`src/rtl/rv_ctrl_pkg.sv`:
```
// Shared encodings for the multicycle RV32I control FSM and datapath (rv_dp).
// Includes the FSM state enum, opcode/funct3 values, select encodings and the control bundle.
package rv_ctrl_pkg;

    localparam int unsigned OPW  = 7;
    localparam int unsigned F3W  = 3;
    localparam int unsigned SELW = 2;
    localparam int unsigned ALUW = 4;

    typedef enum logic [3:0] {
        S_FETCH, S_DECODE, S_EXEC_R, S_EXEC_I, S_WB_ALU, S_ADDR, S_MEM_LD,
        S_WB_MEM, S_MEM_ST, S_BR_CMP, S_BR_TGT, S_J_TGT, S_JMP, S_ILLEGAL
    } state_t;

    localparam logic [OPW-1:0] OP_R      = 7'b0110011;
    localparam logic [OPW-1:0] OP_I      = 7'b0010011;
    localparam logic [OPW-1:0] OP_LOAD   = 7'b0000011;
    localparam logic [OPW-1:0] OP_STORE  = 7'b0100011;
    localparam logic [OPW-1:0] OP_BRANCH = 7'b1100011;
    localparam logic [OPW-1:0] OP_JAL    = 7'b1101111;
    localparam logic [OPW-1:0] OP_JALR   = 7'b1100111;

    localparam logic [F3W-1:0] F3_W   = 3'b010;
    localparam logic [F3W-1:0] F3_SW2 = 3'b110;
    localparam logic [F3W-1:0] F3_BEQ = 3'b000;
    localparam logic [F3W-1:0] F3_BNE = 3'b001;

    localparam logic PC_ALU   = 1'b0;
    localparam logic PC_PLUS4 = 1'b1;

    localparam logic [SELW-1:0] WB_MDR    = 2'd0;
    localparam logic [SELW-1:0] WB_ALUOUT = 2'd1;
    localparam logic [SELW-1:0] WB_PC     = 2'd2;

    localparam logic [SELW-1:0] IMM_J = 2'd0;
    localparam logic [SELW-1:0] IMM_B = 2'd1;
    localparam logic [SELW-1:0] IMM_S = 2'd2;
    localparam logic [SELW-1:0] IMM_L = 2'd3;

    localparam logic ALUA_REG = 1'b0;
    localparam logic ALUA_PCC = 1'b1;
    localparam logic ALUB_REG = 1'b0;
    localparam logic ALUB_IMM = 1'b1;

    localparam logic [ALUW-1:0] ALU_ADD  = 4'd0;
    localparam logic [ALUW-1:0] ALU_SUB  = 4'd1;
    localparam logic [ALUW-1:0] ALU_SLL  = 4'd2;
    localparam logic [ALUW-1:0] ALU_SLT  = 4'd3;
    localparam logic [ALUW-1:0] ALU_SLTU = 4'd4;
    localparam logic [ALUW-1:0] ALU_XOR  = 4'd5;
    localparam logic [ALUW-1:0] ALU_SRL  = 4'd6;
    localparam logic [ALUW-1:0] ALU_SRA  = 4'd7;
    localparam logic [ALUW-1:0] ALU_OR   = 4'd8;
    localparam logic [ALUW-1:0] ALU_AND  = 4'd9;

    localparam logic MUX_SW2 = 1'b1;

    // Every datapath select/enable driven by the controller in one bundle.
    typedef struct packed {
        logic            pcsourse;
        logic            pcwrite;
        logic            pccen;
        logic            irwrite;
        logic [SELW-1:0] wbsel;
        logic            regwen;
        logic [SELW-1:0] immsel;
        logic            asel;
        logic            bsel;
        logic [ALUW-1:0] alusel;
        logic            mdrwrite;
        logic            sw2_signal;
        logic            dmem_we;
    } ctl_t;

    function automatic ctl_t ctl_default();
        ctl_t c;
        c            = '0;
        c.pcsourse   = PC_PLUS4;
        c.wbsel      = WB_ALUOUT;
        c.immsel     = IMM_L;
        c.asel       = ALUA_REG;
        c.bsel       = ALUB_REG;
        c.alusel     = ALU_ADD;
        c.sw2_signal = 1'b0;
        return c;
    endfunction

endpackage

```
`src/rtl/rv_alu_dec.sv`:
```
// ALU operation decode from funct3 / funct7[5]; combinational.
module rv_alu_dec
    import rv_ctrl_pkg::*;
(
    input  logic [F3W-1:0]  funct3,
    input  logic            funct7_5,
    input  logic            is_rtype,
    output logic [ALUW-1:0] alusel
);

    always_comb begin
        alusel = ALU_ADD;
        case (funct3)
            3'b000:  alusel = (is_rtype && funct7_5) ? ALU_SUB : ALU_ADD;
            3'b001:  alusel = ALU_SLL;
            3'b010:  alusel = ALU_SLT;
            3'b011:  alusel = ALU_SLTU;
            3'b100:  alusel = ALU_XOR;
            3'b101:  alusel = funct7_5 ? ALU_SRA : ALU_SRL;
            3'b110:  alusel = ALU_OR;
            default: alusel = ALU_AND;
        endcase
    end

endmodule

```
`src/rtl/rv_mc_ctrl.sv`:
```
// Multicycle RV32I control FSM: sequences fetch..writeback and counts retired instructions.
// Define RV_SW2_EN to accept the SW2 store (funct3=110, stores 0-rs2).
module rv_mc_ctrl
    import rv_ctrl_pkg::*;
#(
    parameter int unsigned DPWIDTH = 32
) (
    input  logic               clk,
    input  logic               rst,
    input  logic [DPWIDTH-1:0] instr,
    input  logic               zero,
    output logic               pcsourse,
    output logic               pcwrite,
    output logic               pccen,
    output logic               irwrite,
    output logic [SELW-1:0]    wbsel,
    output logic               regwen,
    output logic [SELW-1:0]    immsel,
    output logic               asel,
    output logic               bsel,
    output logic [ALUW-1:0]    alusel,
    output logic               mdrwrite,
    output logic               sw2_signal,
    output logic               dmem_we,
    output logic               illegal,
    output logic [DPWIDTH-1:0] instret
);

    state_t          state, state_nxt;
    ctl_t            ctl;
    logic            retire;
    logic            is_sw2;
    logic            taken;
    logic [ALUW-1:0] dec_alusel;
    logic [OPW-1:0]  opcode;
    logic [F3W-1:0]  funct3;
    logic            unused_instr_bits;

    assign opcode = instr[6:0];
    assign funct3 = instr[14:12];
    assign unused_instr_bits = ^{instr[DPWIDTH-1], instr[29:15], instr[11:7]};

`ifdef RV_SW2_EN
    assign is_sw2 = (opcode == OP_STORE) && (funct3 == F3_SW2);
`else
    assign is_sw2 = 1'b0;
`endif

    // BEQ takes on zero, BNE on !zero; funct3[0] distinguishes them.
    assign taken = (funct3 == F3_BNE) ? !zero : zero;

    rv_alu_dec u_alu_dec (
        .funct3   (funct3),
        .funct7_5 (instr[30]),
        .is_rtype (opcode == OP_R),
        .alusel   (dec_alusel)
    );

    always_ff @(posedge clk or posedge rst) begin
        if (rst) state <= S_FETCH;
        else     state <= state_nxt;
    end

    always_comb begin
        state_nxt = state;
        ctl       = ctl_default();
        retire    = 1'b0;
        case (state)
            S_FETCH: begin
                ctl.irwrite  = 1'b1;
                ctl.pccen    = 1'b1;
                ctl.pcwrite  = 1'b1;
                ctl.pcsourse = PC_PLUS4;
                state_nxt    = S_DECODE;
            end
            S_DECODE: begin
                case (opcode)
                    OP_R:      state_nxt = S_EXEC_R;
                    OP_I:      state_nxt = S_EXEC_I;
                    OP_LOAD:   state_nxt = (funct3 == F3_W) ? S_ADDR : S_ILLEGAL;
                    OP_STORE:  state_nxt = (funct3 == F3_W || is_sw2) ? S_ADDR : S_ILLEGAL;
                    OP_BRANCH: state_nxt = (funct3 == F3_BEQ || funct3 == F3_BNE) ? S_BR_CMP
                                                                                    : S_ILLEGAL;
                    OP_JAL,
                    OP_JALR:   state_nxt = S_J_TGT;
                    default:   state_nxt = S_ILLEGAL;
                endcase
            end
            S_EXEC_R: begin
                ctl.alusel = dec_alusel;
                state_nxt  = S_WB_ALU;
            end
            S_EXEC_I: begin
                ctl.bsel   = ALUB_IMM;
                ctl.immsel = IMM_L;
                ctl.alusel = dec_alusel;
                state_nxt  = S_WB_ALU;
            end
            S_WB_ALU: begin
                ctl.regwen = 1'b1;
                ctl.wbsel  = WB_ALUOUT;
                state_nxt  = S_FETCH;
                retire     = 1'b1;
            end
            S_ADDR: begin
                ctl.bsel   = ALUB_IMM;
                ctl.immsel = (opcode == OP_STORE) ? IMM_S : IMM_L;
                state_nxt  = (opcode == OP_STORE) ? S_MEM_ST : S_MEM_LD;
            end
            S_MEM_LD: begin
                ctl.mdrwrite = 1'b1;
                state_nxt    = S_WB_MEM;
            end
            S_WB_MEM: begin
                ctl.regwen = 1'b1;
                ctl.wbsel  = WB_MDR;
                state_nxt  = S_FETCH;
                retire     = 1'b1;
            end
            S_MEM_ST: begin
                ctl.dmem_we    = 1'b1;
                ctl.sw2_signal = is_sw2 ? MUX_SW2 : 1'b0;
                state_nxt      = S_FETCH;
                retire         = 1'b1;
            end
            S_BR_CMP: begin
                ctl.alusel = ALU_SUB;
                state_nxt  = taken ? S_BR_TGT : S_FETCH;
                retire     = !taken;
            end
            S_BR_TGT: begin
                ctl.asel   = ALUA_PCC;
                ctl.bsel   = ALUB_IMM;
                ctl.immsel = IMM_B;
                state_nxt  = S_JMP;
            end
            // Link write and target compute share a cycle; A was latched before the RF write.
            S_J_TGT: begin
                ctl.asel   = (opcode == OP_JAL) ? ALUA_PCC : ALUA_REG;
                ctl.immsel = (opcode == OP_JAL) ? IMM_J : IMM_L;
                ctl.bsel   = ALUB_IMM;
                ctl.regwen = 1'b1;
                ctl.wbsel  = WB_PC;
                state_nxt  = S_JMP;
            end
            S_JMP: begin
                ctl.pcwrite  = 1'b1;
                ctl.pcsourse = PC_ALU;
                state_nxt    = S_FETCH;
                retire       = 1'b1;
            end
            S_ILLEGAL: state_nxt = S_ILLEGAL;
            default:   state_nxt = S_FETCH;
        endcase
    end

    always_ff @(posedge clk or posedge rst) begin
        if (rst)                         illegal <= 1'b0;
        else if (state_nxt == S_ILLEGAL) illegal <= 1'b1;
    end

    always_ff @(posedge clk or posedge rst) begin
        if (rst)         instret <= '0;
        else if (retire) instret <= instret + DPWIDTH'(1);
    end

    assign pcsourse   = ctl.pcsourse;
    assign pcwrite    = ctl.pcwrite;
    assign pccen      = ctl.pccen;
    assign irwrite    = ctl.irwrite;
    assign wbsel      = ctl.wbsel;
    assign regwen     = ctl.regwen;
    assign immsel     = ctl.immsel;
    assign asel       = ctl.asel;
    assign bsel       = ctl.bsel;
    assign alusel     = ctl.alusel;
    assign mdrwrite   = ctl.mdrwrite;
    assign sw2_signal = ctl.sw2_signal;
    assign dmem_we    = ctl.dmem_we;

endmodule

```
`config.mk`:
```
export PLATFORM = sky130hd
export DESIGN_NAME = rv_mc_ctrl
export DESIGN_NICKNAME = d
export VERILOG_FILES = /design/src/rtl/rv_ctrl_pkg.sv /design/src/rtl/rv_alu_dec.sv /design/src/rtl/rv_mc_ctrl.sv
export SDC_FILE = /design/constraint.sdc
export NUM_CORES = 1
export LEC_CHECK = 0
export ABC_AREA = 1
export CAP_MARGIN = 25
export CORE_MARGIN = 8
export CORE_UTILIZATION = 45
export CTS_CLUSTER_DIAMETER = 80
export DETAILED_ROUTE_END_ITERATION = 8
export GPL_TIMING_DRIVEN = 0
export PLACE_DENSITY = 0.77
export SLEW_MARGIN = 5
export SYNTH_ARGS = -nofsm -noshare
export SYNTH_HDL_FRONTEND = slang
export SYNTH_SLANG_ARGS = --single-unit
export TNS_END_PERCENT = 10
```
`constraint.sdc`:
```
create_clock -name clk -period 1.9 [get_ports clk]
set_clock_uncertainty 0.05 [all_clocks]
set_input_delay 0.285 -clock clk [delete_from_list [all_inputs] [get_ports clk]]
set_output_delay 0.285 -clock clk [all_outputs]
set_load 0.005 [all_outputs]
```
Word-level counts from Yosys, hierarchy flattened
Cells that the tools add are included.
{"block": "classes", "add_sub_neg": 1, "eq_ne": 27, "muxes": 23, "reduce_logical": 12}
{"op": "$add 32x1->32 const B", "n": 1}
{"op": "$pmux 4 s8", "n": 1}
{"op": "$eq 4x4->1 const B", "n": 7}
{"op": "$pmux 4 s7", "n": 1}
{"op": "$eq 7x7->1 const B", "n": 3}
{"op": "$pmux 4 s5", "n": 1}
{"op": "$eq 4x3->1 const B", "n": 4}
{"op": "$eq 7x6->1 const B", "n": 2}
{"op": "$mux 4", "n": 3}
{"op": "$eq 3x3->1 const B", "n": 3}
{"op": "$pmux 3 s3", "n": 1}
{"op": "$eq 4x2->1 const B", "n": 2}
{"op": "$mux 1", "n": 8}
{"op": "$pmux 4 s2", "n": 1}
{"op": "$reduce_or 2->1", "n": 4}
{"op": "$reduce_or 4->1", "n": 2}
{"op": "$eq 7x2->1 const B", "n": 1}
{"op": "$eq 7x5->1 const B", "n": 1}
{"op": "$eq 3x2->1 const B", "n": 2}
{"op": "$pmux 2 s3", "n": 1}
{"op": "$eq 4x1->1 const B", "n": 1}
{"op": "$logic_not 4->1", "n": 1}
{"op": "$mux 2", "n": 2}
{"op": "$pmux 1 s2", "n": 2}
{"op": "other kinds (7)", "n": 8}
{"block": "totals", "regBits": 37, "input_bits": 35, "output_inout_bits": 51, "word_cells": 66}

Depth between registers and ports, before layout
{"block": "logic_depth", "depth_word": 6, "depth_mapped": 12, "mapped_depth_nobuf": 12}

Modules after synthesis
A second synthesis with hierarchy kept.
{"block": "hier_totals", "cells_unflattened": 381, "area_unflattened_um2": 2562.5}
{"mod": "rv_mc_ctrl", "instances": 1, "cells_per_inst": 364, "area_each_um2": 2488.6, "seq_area_each_um2": 925.9}
{"mod": "rv_alu_dec", "instances": 1, "cells_per_inst": 17, "area_each_um2": 73.8, "seq_area_each_um2": 0.0}

Least setup slack after synthesis
Ideal clock, no wire load.
{"block": "synth_path", "kind": "reg-to-reg", "from": "register instret[0]", "to": "register instret[22]", "setup_time_ns": 0.079, "arrival_ns": 1.419, "t_required_ns": 1.771, "setup_slack_ns": 0.352, "path_stages_with_launch": 9, "n_path_buf": 0, "synth_period_minus_slack_ns": 1.548, "path_cell_list": "dfrtp_1 ha_1 nand3_1 nor3_2 nand2_1 nor2_2 nand2_1 nor2_1 xor2_1"}
{"block": "synth_between", "elab_chain_cells": 1}
{"item": "start, declared", "line": "rv_mc_ctrl.sv:26", "text": "output logic [DPWIDTH-1:0] instret"}
{"item": "start signal, assigned", "line": "rv_mc_ctrl.sv:164", "text": "else if (retire) instret <= instret + DPWIDTH'(1);"}
{"item": "$add 32x1->32", "line": "rv_mc_ctrl.sv:164"}
Every way passes these cells.
A chain may end at the register's enable or synchronous reset.

Worst setup path in the final report
{"block": "layout_path", "from": "register state[2]", "to": "output port regwen"}
{"block": "layout_between", "elab_chain_cells": 2, "elab_cells_between_ends": 4, "cone_classes": "3 x eq/ne; 1 x mux"}
{"item": "start, declared", "line": "rv_mc_ctrl.sv:29", "text": "state_t state, state_nxt;"}
{"item": "start signal, assigned", "line": "rv_mc_ctrl.sv:61", "text": "else state <= state_nxt;"}
{"item": "$eq 4x4->1 or $eq 4x3->1 (tied branches)", "line": "rv_mc_ctrl.sv:68", "text": "case (state)"}
{"item": "$pmux 3 s3 (*)", "line": "rv_mc_ctrl.sv:68"}
{"item": "end, declared", "line": "rv_mc_ctrl.sv:17", "text": "output logic regwen,"}
Mark *: on every way between the ends. The rest lies on a longest branch, timed or not.

==> flow_summary_export.csv <==
group,metric,value,unit
status,outcome,"finished, violations left",
status,violations,"setup timing",
critical_path,critPathKind,"reg2out",
synth,synth_top_family_by_area,"simple AND/OR/NAND/NOR gates",
placed_design,dp_worst_setup_slack,-0.656,ns
clocking,cts_sinks,37,
die,dieArea,8240,sq um
placed_design,routabilityCongestion,0.915,
drt,drcViolationCount,0,
global_routing,grt_pass1_wl,11.8,mm
synth,synth-compound-area-share,4.87,%
critical_path,crit_family,"buffers and inverters",
synth,synth_xor_area_share,10.8,%
layout,antenna_cells,0,
layout,drive_gt1_share,13.0,%
layout,design_area,3460,sq um
clocking,clk_pin_slew,0.08,ns
power_and_ir_drop,vdd_drop_max,0.000627,V
timing,tightest_slew,0.745,ns
placed_design,dp_hpwl,5.47,mm
clocking,root_buffer,"clkbuf_8",
power_and_ir_drop,p_per_area,940,nW/um^2
global_routing,grt_max_degree,38,
synth,muxShareOfSynthArea,0.448,%
die,pin_count,86,
synth,synth_cell_types,30,
drt,first_pass_iters,4,
layout,nets,482,
critical_path,crit_buf_inv,2,
drt,drt-total-wl,6.98,mm
worst_hold_path,hp-class,"in2async",
drt,drtIter0Drc,145,
critical_path,cp-start-kind,"register",
timing,worst_slack,-0.209,ns
die,die-width,90.8,um
layout,fillers,473,
clocking,cts_tree,"done",
synth,yosys.area_share.simple,38.9,%
layout,fin_util,63.7,%
timing,setup_viol,10,
timing,hold_viol_final,0,
critical_path,cp-end-kind,"primary output",
timing,whs,0.395,ns
global_routing,grt_pass1_vias,2500,
global_routing,overflow,0,
clocking,clockBufferDepth,2,
critical_path,crit_slowest_cell,"clkdlybuf4s50_1",
timing,grt_setup_unrepaired,"yes",
critical_path,rr_startpoint,"instret[0]",
layout,area_growth,37.6,%
placed_design,placedCellCount,504,
critical_path,worstPathRequired,1.56,ns
die,coreArea,5440,sq um
critical_path,path_cells,"inv_1 > nand2_1 > nor2_4 > nor2_1 > o21ai_0 > clkdlybuf4s50_1",
drt,routedWlPerCell,13.5,um
synth,synthCells,369,
die,die_h,90.8,um
drt,ant_nets,0,
synth,synth.avg_cell_area,6.82,sq um
drt,vias,2601,
critical_path,cp_max_fo,4,
critical_path,critical-path-max-stage-delay,0.55,ns
timing,period_needed,2.11,ns
layout,final_cell_count_no_fill,519,
critical_path,cp.arrival,1.77,ns
die,start_util,46.3,%
synth,yosysWarnings,0,
drt,via_per_inst,5.01,
synth,ys_seq_area_share,36.8,%
synth,synth_nets,405,
die,fp-row-count,27,
placed_design,dpl-instance-area,3240,sq um
timing,slew_headroom,50.3,%
global_routing,grtUsageTotal,17.0,%
critical_path,crit_start,"state[2]",
timing,max_freq,474,MHz
synth,synth-seq-cells,37,
synth,synthAdderAreaFrac,0.497,%
flow_run,maxCapViolCount,0,
timing,slew_violations,0,
clocking,cts_buffers,5,
global_routing,antenna_found_initial,0,
placed_design,port_buffers,63,
timing,post-route-period-util,111,%
synth,syn_area,2520,sq um
clocking,htree_num_levels,2,
power_and_ir_drop,p_leak,1.56,nW
clocking,clk-insertion-delay-late,0.29,ns
-- area by class of cell --
type / count / area (sq um) / share of cell area [%]
repair buffers: 70 / 682 / 19.7
inverters: 41 / 154 / 4.44
clock inverters: 2 / 10.0 / 0.289
well taps: 72 / 90.1 / 2.60
clock buffers: 6 / 72.6 / 2.10
plain buffers: 5 / 36.3 / 1.05
multi-input cells: 286 / 1490 / 43.0
flip-flops and latches: 37 / 931 / 26.9
-- report_power, final --
group | leakage [nW] | switching, mW | total, mW | internal (mW)
combinational | 1.04 | 0.909 | 1.63 | 0.717
sequential | 0.477 | 0.186 | 1.11 | 0.922
clock | 0.0450 | 0.267 | 0.521 | 0.254
-- routing by layer --
layer	up-vias	share of wire [%]	track usage, %
met2	84	48	27.8
met3	9	8.4	4.99
met4	0	1.5	5.32
li1	1308	-	-
met5	-	0	0
met1	1200	42	20.8
-- Yosys cell counts, drive strengths merged --
cell      n  area share, %
ha        1           0.50
xor2     19            6.6
buf       5            1.4
and2      2           0.50
or2       1           0.25
nor3     13            3.2
nand3b    2           0.60
conb      1           0.15
mux2      1           0.45
nand4    11            2.7
nor2     67             10
nand2   119             18
o31ai     1           0.30
nand3    15            3.2
o21ai    13            2.6
o221ai    1           0.35
inv      41            6.1
a211oi    1           0.30
xnor2    12            4.2
a21oi     6            1.3
dfrtp    37             37
-- through the flow --
stage	setup TNS, ns	total power, mW
CTS	-1.48	3.15
floorplan	0	1.92
global route	-2.20	3.51
detailed placement	-2.77	2.58
global placement	-4.07	2.55
finish	-1.31	3.25
-- worst reg2reg max path, cell delays in order, from the launching register on --
cell     delay [ns]
dfrtp_2        0.44
ha_4           0.17
nand3_1        0.14
nor3_4         0.20
nand2_1        0.11
nor2_2         0.15
nand2_2        0.11
nor2_1         0.12
xor2_1         0.16
-- sequential cells by signal, indices dropped and copies added, names as in the netlist --
name,cells
instret,32
state,4
illegal,1
-- layout by cell type, fill, tap and decap left out, types with 2 or more instances in the layout --
cell type        instances
nand2_1                114
nor2_1                  59
clkdlybuf4s50_1         48
inv_1                   34
dfrtp_1                 33
xor2_1                  19
nand3_1                 12
o21ai_0                 12
xnor2_1                 12
nand4_1                 11
buf_4                   10
nor3_1                   9
inv_2                    7
nor2_2                   7
dlygate4sd2_1            7
dlymetal6s2s_1           6
clkbuf_8                 5
nand2_2                  4
dfrtp_2                  4
a21oi_2                  3
buf_2                    3
nor3_2                   3
a21oi_1                  3
nand3_2                  2
nand3b_1                 2
and2_1                   2
clkinv_2                 2
-- worst paths after layout --
kind                                    end  slack [ns]  cells after the start
worst max-delay path                 regwen       -0.21                      6
worst min-delay path            instret[24]        0.39                      2
worst max register to register  instret[22]        0.16                      8
worst min register to register      illegal        0.42                      2
max in group asynchronous          state[1]        0.88                      2
min in group clk                    illegal        0.42                      2
-- repair_timing --
action                     CTS  global route
gates resized for setup     30            18
pin swaps                    2             6
hold buffers                 0             0
buffers inserted             3             4
setup endpoints to repair   17            18
-- cells by family after synthesis --
| family | Yosys count |
|---|---|
| other | 1 |
| adders and majority gates | 1 |
| buffers and inverters | 46 |
| AOI/OAI and AO/OA | 22 |
| DFF | 37 |
| xor gates and xnor gates | 31 |
| muxes | 1 |
| and+or+nand+nor | 230 |
Note: power is estimated with default switching activity, not from simulation.
